`config.mk`:
```
export PLATFORM = sky130hd
export DESIGN_NAME = signdiv_param
export DESIGN_NICKNAME = d
export VERILOG_FILES = /design/src/rtl/signdiv_param.sv
export SDC_FILE = /design/constraint.sdc
export NUM_CORES = 1
export LEC_CHECK = 0
export ABC_AREA = 1
export BUFFER_PORTS_ARGS = -buffer_cell sky130_fd_sc_hd__buf_4
export CAP_MARGIN = 15
export CORE_UTILIZATION = 50
export DETAILED_ROUTE_END_ITERATION = 12
export PLACE_DENSITY = 0.7
export SYNTH_ARGS = -nofsm -noshare
export SYNTH_HDL_FRONTEND = slang
export SYNTH_SLANG_ARGS = --single-unit
```
`constraint.sdc`:
```
create_clock -name CLK -period 2.7 [get_ports CLK]
set_input_delay 0.405 -clock CLK [delete_from_list [all_inputs] [get_ports CLK]]
set_output_delay 0.405 -clock CLK [all_outputs]
set_load 0.02 [all_outputs]
```
`src/rtl/signdiv_param.sv`:
```
// signdiv_param: sequential restoring divider, 2W-bit dividend by W-bit divisor.
// Signed or unsigned operation is chosen per operation. The unit works on operand
// magnitudes and applies the result signs in a final fix-up step. Divide-by-zero
// and quotient overflow are reported as flags alongside done.
module signdiv_param #(
    parameter int W = 16
) (
    input  logic           CLK,
    input  logic           RSTn,
    input  logic           start,
    input  logic           signed_mode,
    input  logic [2*W-1:0] dividend,
    input  logic [W-1:0]   divisor,
    output logic           busy,
    output logic           done,
    output logic [W-1:0]   quotient,
    output logic [W-1:0]   remainder,
    output logic           div_zero,
    output logic           ovf
);

    // The counter must hold W-1, which is the index of the last iteration.
    localparam int CW = $clog2(W) + 1;
    localparam logic [CW-1:0] LAST_ITER = CW'(W - 1);
    // 2^(W-1): the largest quotient magnitude allowed for a negative result.
    localparam logic [W-1:0] HALF = {1'b1, {(W-1){1'b0}}};

    typedef enum logic [1:0] {
        IDLE   = 2'd0,
        CHECK  = 2'd1,
        DIVIDE = 2'd2,
        FIX    = 2'd3
    } state_t;

    state_t        state_reg;
    logic          mode_reg;
    logic          sign_dvd_reg;   // dividend was negative (signed mode only)
    logic          sign_dvs_reg;   // divisor was negative (signed mode only)
    logic [W-1:0]  rem_reg;        // partial remainder; holds |dividend| high half before DIVIDE
    logic [W-1:0]  quo_reg;        // quotient shift register; holds |dividend| low half before DIVIDE
    logic [W-1:0]  dvs_reg;        // |divisor|
    logic [CW-1:0] cnt_reg;

    logic          busy_reg;
    logic          done_reg;
    logic [W-1:0]  quotient_reg;
    logic [W-1:0]  remainder_reg;
    logic          div_zero_reg;
    logic          ovf_reg;

    // Operand magnitudes at the accepting edge. In unsigned mode they equal the raw inputs.
    logic           dvd_neg_next;
    logic           dvs_neg_next;
    logic [2*W-1:0] dvd_mag_next;
    logic [W-1:0]   dvs_mag_next;

    always_comb begin
        dvd_neg_next = signed_mode & dividend[2*W-1];
        dvs_neg_next = signed_mode & divisor[W-1];
        dvd_mag_next = dvd_neg_next ? -dividend : dividend;
        dvs_mag_next = dvs_neg_next ? -divisor : divisor;
    end

    // One restoring step. The partial remainder is always below |divisor|, so the
    // shifted value is below 2*|divisor|. Bit W of the difference is therefore a
    // clean borrow flag: when it is clear, the subtraction is kept.
    logic [W:0]   shift_rem;
    logic [W:0]   diff;
    logic         fits;
    logic [W-1:0] rem_step;
    logic [W-1:0] quo_step;

    always_comb begin
        shift_rem = {rem_reg, quo_reg[W-1]};
        diff      = shift_rem - {1'b0, dvs_reg};
        fits      = ~diff[W];
        rem_step  = fits ? diff[W-1:0] : shift_rem[W-1:0];
        quo_step  = {quo_reg[W-2:0], fits};
    end

    // Pre-checks on the stored magnitudes. When the high half of the dividend is
    // at least the divisor, the quotient cannot fit in W bits.
    logic dvs_zero;
    logic hi_ovf;

    always_comb begin
        dvs_zero = (dvs_reg == '0);
        hi_ovf   = (rem_reg >= dvs_reg);
    end

    // Sign fix-up and signed range check on the unsigned quotient magnitude.
    logic         q_neg;
    logic         r_neg;
    logic [W-1:0] q_fix;
    logic [W-1:0] r_fix;
    logic         range_fail;

    always_comb begin
        q_neg      = sign_dvd_reg ^ sign_dvs_reg;
        r_neg      = sign_dvd_reg;
        q_fix      = q_neg ? -quo_reg : quo_reg;
        r_fix      = r_neg ? -rem_reg : rem_reg;
        range_fail = mode_reg & (q_neg ? (quo_reg > HALF) : (quo_reg >= HALF));
    end

    // Control FSM, iteration datapath and registered result outputs.
    always_ff @(posedge CLK or negedge RSTn) begin
        if (!RSTn) begin
            state_reg     <= IDLE;
            mode_reg      <= 1'b0;
            sign_dvd_reg  <= 1'b0;
            sign_dvs_reg  <= 1'b0;
            rem_reg       <= '0;
            quo_reg       <= '0;
            dvs_reg       <= '0;
            cnt_reg       <= '0;
            busy_reg      <= 1'b0;
            done_reg      <= 1'b0;
            quotient_reg  <= '0;
            remainder_reg <= '0;
            div_zero_reg  <= 1'b0;
            ovf_reg       <= 1'b0;
        end else begin
            done_reg <= 1'b0;
            case (state_reg)
                IDLE: begin
                    if (start) begin
                        mode_reg     <= signed_mode;
                        sign_dvd_reg <= dvd_neg_next;
                        sign_dvs_reg <= dvs_neg_next;
                        rem_reg      <= dvd_mag_next[2*W-1:W];
                        quo_reg      <= dvd_mag_next[W-1:0];
                        dvs_reg      <= dvs_mag_next;
                        div_zero_reg <= 1'b0;
                        ovf_reg      <= 1'b0;
                        busy_reg     <= 1'b1;
                        state_reg    <= CHECK;
                    end
                end

                CHECK: begin
                    if (dvs_zero) begin
                        div_zero_reg  <= 1'b1;
                        ovf_reg       <= 1'b0;
                        quotient_reg  <= '0;
                        remainder_reg <= '0;
                        done_reg      <= 1'b1;
                        busy_reg      <= 1'b0;
                        state_reg     <= IDLE;
                    end else if (hi_ovf) begin
                        div_zero_reg  <= 1'b0;
                        ovf_reg       <= 1'b1;
                        quotient_reg  <= '0;
                        remainder_reg <= '0;
                        done_reg      <= 1'b1;
                        busy_reg      <= 1'b0;
                        state_reg     <= IDLE;
                    end else begin
                        cnt_reg   <= '0;
                        state_reg <= DIVIDE;
                    end
                end

                DIVIDE: begin
                    rem_reg <= rem_step;
                    quo_reg <= quo_step;
                    cnt_reg <= cnt_reg + 1'b1;
                    if (cnt_reg == LAST_ITER) begin
                        state_reg <= FIX;
                    end
                end

                FIX: begin
                    if (range_fail) begin
                        ovf_reg       <= 1'b1;
                        quotient_reg  <= '0;
                        remainder_reg <= '0;
                    end else begin
                        ovf_reg       <= 1'b0;
                        quotient_reg  <= q_fix;
                        remainder_reg <= r_fix;
                    end
                    div_zero_reg <= 1'b0;
                    done_reg     <= 1'b1;
                    busy_reg     <= 1'b0;
                    state_reg    <= IDLE;
                end

                default: begin
                    busy_reg  <= 1'b0;
                    state_reg <= IDLE;
                end
            endcase
        end
    end

    assign busy      = busy_reg;
    assign done      = done_reg;
    assign quotient  = quotient_reg;
    assign remainder = remainder_reg;
    assign div_zero  = div_zero_reg;
    assign ovf       = ovf_reg;

endmodule

```
Yosys cells after proc, flatten, opt, wreduce, memory -nomap -nowiden:

Index checks and enable logic that the tools add are counted.

* memories: 0
* word-level logic and storage cells: 87
* register bits after elaboration: 94
* memory bits (read-only): 0
* bits in writable memories: 0
* latch bits: 0

* shifts and indexed selects: 0
* reductions and logical operators: 12
* $mul: 0
* $lt $le $gt $ge: 3
* divide/modulo/power cells: 0
* mux-type cells: 38
* equal/unequal tests: 9
* $add $sub $neg: 6
* bitwise gates (word level): 5

Operator list (number)
* $mux 16: 10
* $pmux 16 s2: 4
* $neg 16->16: 3
* $mux 32: 1
* $neg 32->32: 1
* $sub 17x16->17: 1
* $ge 16x16->1: 1
* $ge 16x16->1 const B: 1
* $gt 16x16->1 const B: 1
* $logic_not 16->1: 1
* $mux 1: 11
* $mux 5: 2
* $pmux 5 s2: 1
* $pmux 1 s3: 3
* $mux 2: 4
* $ne 2x2->1 const B: 4
* $pmux 2 s4: 1
* $reduce_and 2->1: 4
* $reduce_and 3->1: 2
* $reduce_bool 2->1: 3
* $add 5x1->5 const B: 1
* $eq 5x4->1 const B: 1
* $eq 2x2->1 const B: 2
* $and 1x1->1: 3
* 7 further kinds: 7

Longest topological paths before layout:

* word-level depth: 5
* mapped depth: 17
* mapped depth without buffers: 17

Worst setup path before layout:

OpenSTA, ideal clock, no wires.

* path type: reg-to-reg
* from: register quo_reg[15]
* to: register rem_reg[5]
* slack: 0.557 ns
* required time: 2.582 ns
* path buffers: 1
* period minus slack after synthesis: 2.143 ns
* arrival time: 2.026 ns
* stages on the path, launching flop included: 18
* cell sequence: dfrtp_1 > inv_1 > ha_1 > inv_1 > fa_1 > nand2_1 > nand2_2 > nand3_2 > nand2_2 > nand2_2 > nand2_4 > nand2_4 > nand2_4 > buf_8 > nand2_1 > nand3_1 > nand3_1 > nand2_1

* cells in the longest elaborated chain, start to end: 3

Ends and longest elaborated chain
* from (decl): RTL line 40 `logic [W-1:0] quo_reg;`
* from (signal assigned): RTL line 132 `quo_reg <= dvd_mag_next[W-1:0];`
* from (signal assigned): RTL line 166 `quo_reg <= quo_step;`
* $sub 17x16->17: RTL line 75 `diff = shift_rem - {1'b0, dvs_reg};`
* $mux 16: RTL line 77 `rem_step = fits ? diff[W-1:0] : shift_rem[W-1:0];`
* $pmux 16 s2: RTL line 125 `case (state_reg)`
* to (signal assigned): RTL line 131 `rem_reg <= dvd_mag_next[2*W-1:W];`
* to (signal assigned): RTL line 165 `rem_reg <= rem_step;`
* to (decl): RTL line 39 `logic [W-1:0] rem_reg;`

Every way passes these cells.
A chain may end at the register's enable or synchronous reset.

Final worst setup path:

* from: register quo_reg[15]
* to: register rem_reg[7]

The elaborated chain is that of the path after synthesis.

==> reports/qor.txt <==
Number of violations reported at the end of detailed-routing iteration 0: 569
Sum of internal, switching and leakage power: 11.4 mW
Row count: 46
Max rail drop VDD: 0.496 mV
Total global-route track usage: 27.3%
Reg2reg start: quo_reg[15]$_DFFE_PN0P_
Layout Skew: 0.00934 ns
Starting density of the core: 51.2%
Number of failing hold endpoints at the final stage: 0
Mean routed wirelength per cell: 14.1 µm
Top cells by area, synth: sky130_fd_sc_hd__dfrtp_1, sky130_fd_sc_hd__nand2_1, sky130_fd_sc_hd__nand3_1, sky130_fd_sc_hd__inv_1, sky130_fd_sc_hd__ha_1
Average instance area after synthesis: 6.52 µm²
Post-DR vias/cell: 5.19
Clock net sink count: 94
Leak Pwr: 4.96 nW
Core Area: 15,800 µm²
Number of distinct library cells after synthesis: 46
Number of buffer cells added on primary ports: 87
Post-synthesis sequential element count: 94
Kind of capture point of the worst setup path: register
Startpoint class of the critical path: register
Netlist Area Pre-Place: 8100 µm²
Initial antenna violation count: 0
Diodes inserted: 0
Max FO, Critical Path: 11
Status: completed
Sequential area share after synthesis: 29.0%
Detailed Routing Iterations Pass 1: 4
Worst path setup slack after routing: 0.335 ns
Ratio of cells with drive above 1 in the final layout: 14.6%
Antenna-violating nets left: 0
Synthesis-to-layout area growth: 14.3%
Post-Synthesis Net Count: 1,337
H-tree level count: 3
Number of maximum-capacitance constraint violations: 0
Power density cells: 1230 nW/µm²
Clock tree buffer depth: 2
Most frequent cells after synthesis: sky130_fd_sc_hd__nand2_1, sky130_fd_sc_hd__inv_1, sky130_fd_sc_hd__nand3_1, sky130_fd_sc_hd__nor2_1, sky130_fd_sc_hd__dfrtp_1
Number of hold-repair buffers added at the cts stage: 0
Design Area, Final: 9250 µm²
Worst r2r path cells: 16
Area enclosed by the die boundary: 16,700 µm²
Y dimension of the die: 129 µm
CTS tree: done
Accumulated negative setup slack: 0 ns
Cell area after placement: 8940 µm²
Worst reg-to-reg setup slack: 0.33 ns
Arr. time, crit path: 2.61 ns
Horiz. Die Dim: 129 µm
Max-slew violation count: 0
Tcrit/Tclk final: 87.6%
Grt ovf: 0
Final Routed Wirelength: 21.8 mm
Top achievable clock speed: 423 MHz
Worst hold-check path type: primary input to asynchronous set/reset pin
Unrepaired setup endpoints after global routing: false
Number of global-route vias before repair: 7,124
Post-cts resize count: 0
Post-detailed-placement half-perimeter wirelength: 16.9 mm
Area share of the largest cell type after synthesis: 29.0%
Finished Core Util: 58.5%
Final critical-path required period: 2.37 ns
Clock buffer count from CTS: 9
Maximum number of pins on one net before global-route repair: 50
Clock latency of the later-clocked register in the worst-skew pair: 0.35 ns
Leading area contributor after synthesis: sky130_fd_sc_hd__dfrtp_1
Proportion of register bits with asynchronous set or reset after synthesis: 100%
Nets@finish: 1,415
Ys Warns: 0
Destination of the worst register-to-register timing path: rem_reg[7]$_DFFE_PN0P_
Count of mapped cells out of synthesis: 1,242
Relative slew slack: 45.9%
Minimum setup slack after placement: 0.370 ns
Via count: 7,998
Most instantiated flip-flop cell in the synthesis netlist: sky130_fd_sc_hd__dfrtp_1
Filler instances: 1,577
Clock Pin Slew Worst Setup and Hold Paths: 0.07 ns
First-pass GRT wire length: 35.7 mm
Setup Viol. Count Final: 0
Transition time at the pin with the least slew margin: 0.811 ns
Boundary Pins: 88
Worst Path Required: 2.94 ns
Critical path start-end classification: register to register
Root Buffer Master: sky130_fd_sc_hd__clkbuf_16
Number of buffers added for setup after CTS: 0
Number of DRC violations after detailed routing: 0
Post-synth EDFFs: 0
RePlAce Congestion: 0.909
Cell with the most instances after synthesis: sky130_fd_sc_hd__nand2_1
[cell usage in the layout (no fill, tap or decap), types with 3 or more instances in the layout]
master	instances
sky130_fd_sc_hd__nand4_1	21
sky130_fd_sc_hd__clkbuf_16	9
sky130_fd_sc_hd__xnor2_1	9
sky130_fd_sc_hd__nor3_1	11
sky130_fd_sc_hd__nand3_2	6
sky130_fd_sc_hd__buf_4	101
sky130_fd_sc_hd__a21oi_2	7
sky130_fd_sc_hd__xor2_1	35
sky130_fd_sc_hd__o211ai_1	9
sky130_fd_sc_hd__o21ai_1	3
sky130_fd_sc_hd__ha_1	42
sky130_fd_sc_hd__o221ai_1	4
sky130_fd_sc_hd__nand2_2	16
sky130_fd_sc_hd__inv_2	4
sky130_fd_sc_hd__inv_1	148
sky130_fd_sc_hd__dfrtp_1	94
sky130_fd_sc_hd__o21ai_0	58
sky130_fd_sc_hd__nand2_4	5
sky130_fd_sc_hd__nand3b_1	8
sky130_fd_sc_hd__or2_2	5
sky130_fd_sc_hd__nand3_1	120
sky130_fd_sc_hd__nor2_2	22
sky130_fd_sc_hd__nor2_1	120
sky130_fd_sc_hd__nand2_1	397
sky130_fd_sc_hd__a21oi_1	41
[worst max path at each step]
| stage | slack [ns] | start | end |
|---|---|---|---|
| after global routing | 0.17 | quo_reg[15]$_DFFE_PN0P_ | rem_reg[11]$_DFFE_PN0P_ |
| after floorplan | 0.56 | quo_reg[15]$_DFFE_PN0P_ | rem_reg[5]$_DFFE_PN0P_ |
| final | 0.33 | quo_reg[15]$_DFFE_PN0P_ | rem_reg[7]$_DFFE_PN0P_ |
| after CTS | 0.35 | quo_reg[15]$_DFFE_PN0P_ | quo_reg[0]$_DFFE_PN0P_ |
| after global placement | 0.42 | quo_reg[15]$_DFFE_PN0P_ | quo_reg[0]$_DFFE_PN0P_ |
| after detailed placement | 0.37 | quo_reg[15]$_DFFE_PN0P_ | quo_reg[0]$_DFFE_PN0P_ |
[cell type report]
| type | count | area, µm² | area share, % |
|---|---|---|---|
| multi-input cells | 959 | 4960 | 53.6 |
| inverters | 154 | 579 | 6.26 |
| repair buffers | 102 | 778 | 8.41 |
| well taps | 216 | 270 | 2.92 |
| clock inverters | 6 | 75.1 | 0.811 |
| flip-flops and latches | 94 | 2350 | 25.4 |
| clock buffers | 10 | 239 | 2.58 |
[through the flow]
step           instances  hold slack (ns)
2_1_floorplan       1242            0.109
3_3_place_gp        1525            0.460
3_5_place_dp        1525            0.461
4_1_cts             1541            0.111
5_1_grt             1541            0.136
6_report            1541           0.0849
[critical path, cell delays in order, from the launching register on]
cell and delay [ns]:
sky130_fd_sc_hd__dfrtp_1 0.41, sky130_fd_sc_hd__inv_1 0.11, sky130_fd_sc_hd__ha_1 0.15, sky130_fd_sc_hd__inv_1 0.07
sky130_fd_sc_hd__fa_1 0.40, sky130_fd_sc_hd__nand2_1 0.09, sky130_fd_sc_hd__nand2_2 0.08, sky130_fd_sc_hd__nand3_2 0.08
sky130_fd_sc_hd__nand2_2 0.08, sky130_fd_sc_hd__nand2_2 0.13, sky130_fd_sc_hd__nand3_1 0.13, sky130_fd_sc_hd__nand2_2 0.22
sky130_fd_sc_hd__nand2_1 0.08, sky130_fd_sc_hd__nand3_1 0.08, sky130_fd_sc_hd__nand2_1 0.05, sky130_fd_sc_hd__nand2_1 0.05
sky130_fd_sc_hd__nand2_1 0.05
[routing by layer]
metal  vias to the layer above  wire length, µm  track usage, %
met5                         -                0               0
li1                       4120                -               -
met4                         0              301            6.71
met3                        20             1170            3.18
met1                      3639            10800            40.3
met2                       219             9480            42.4
[kinds of logic after synthesis]
logic type / after synthesis / share of synthesized area (%)
simple gates: 741 / 40.5
buf+inv: 189 / 9.75
compound gates: 130 / 9.12
flops: 94 / 29.0
xor+xnor: 44 / 4.76
fa+ha+maj: 43 / 6.74
mux: 1 / 0.124
[where the power goes]
| part | leakage [nW] | internal, mW | total, mW | switching, mW |
|---|---|---|---|---|
| Clock | 0.157 | 0.762 | 1.35 | 0.593 |
| Sequential | 1.21 | 1.97 | 2.57 | 0.600 |
| Combinational | 3.59 | 2.57 | 7.44 | 4.87 |
| Total | 4.96 | 5.30 | 11.4 | 6.07 |
No activity file was read; power rests on OpenSTA's default activity.
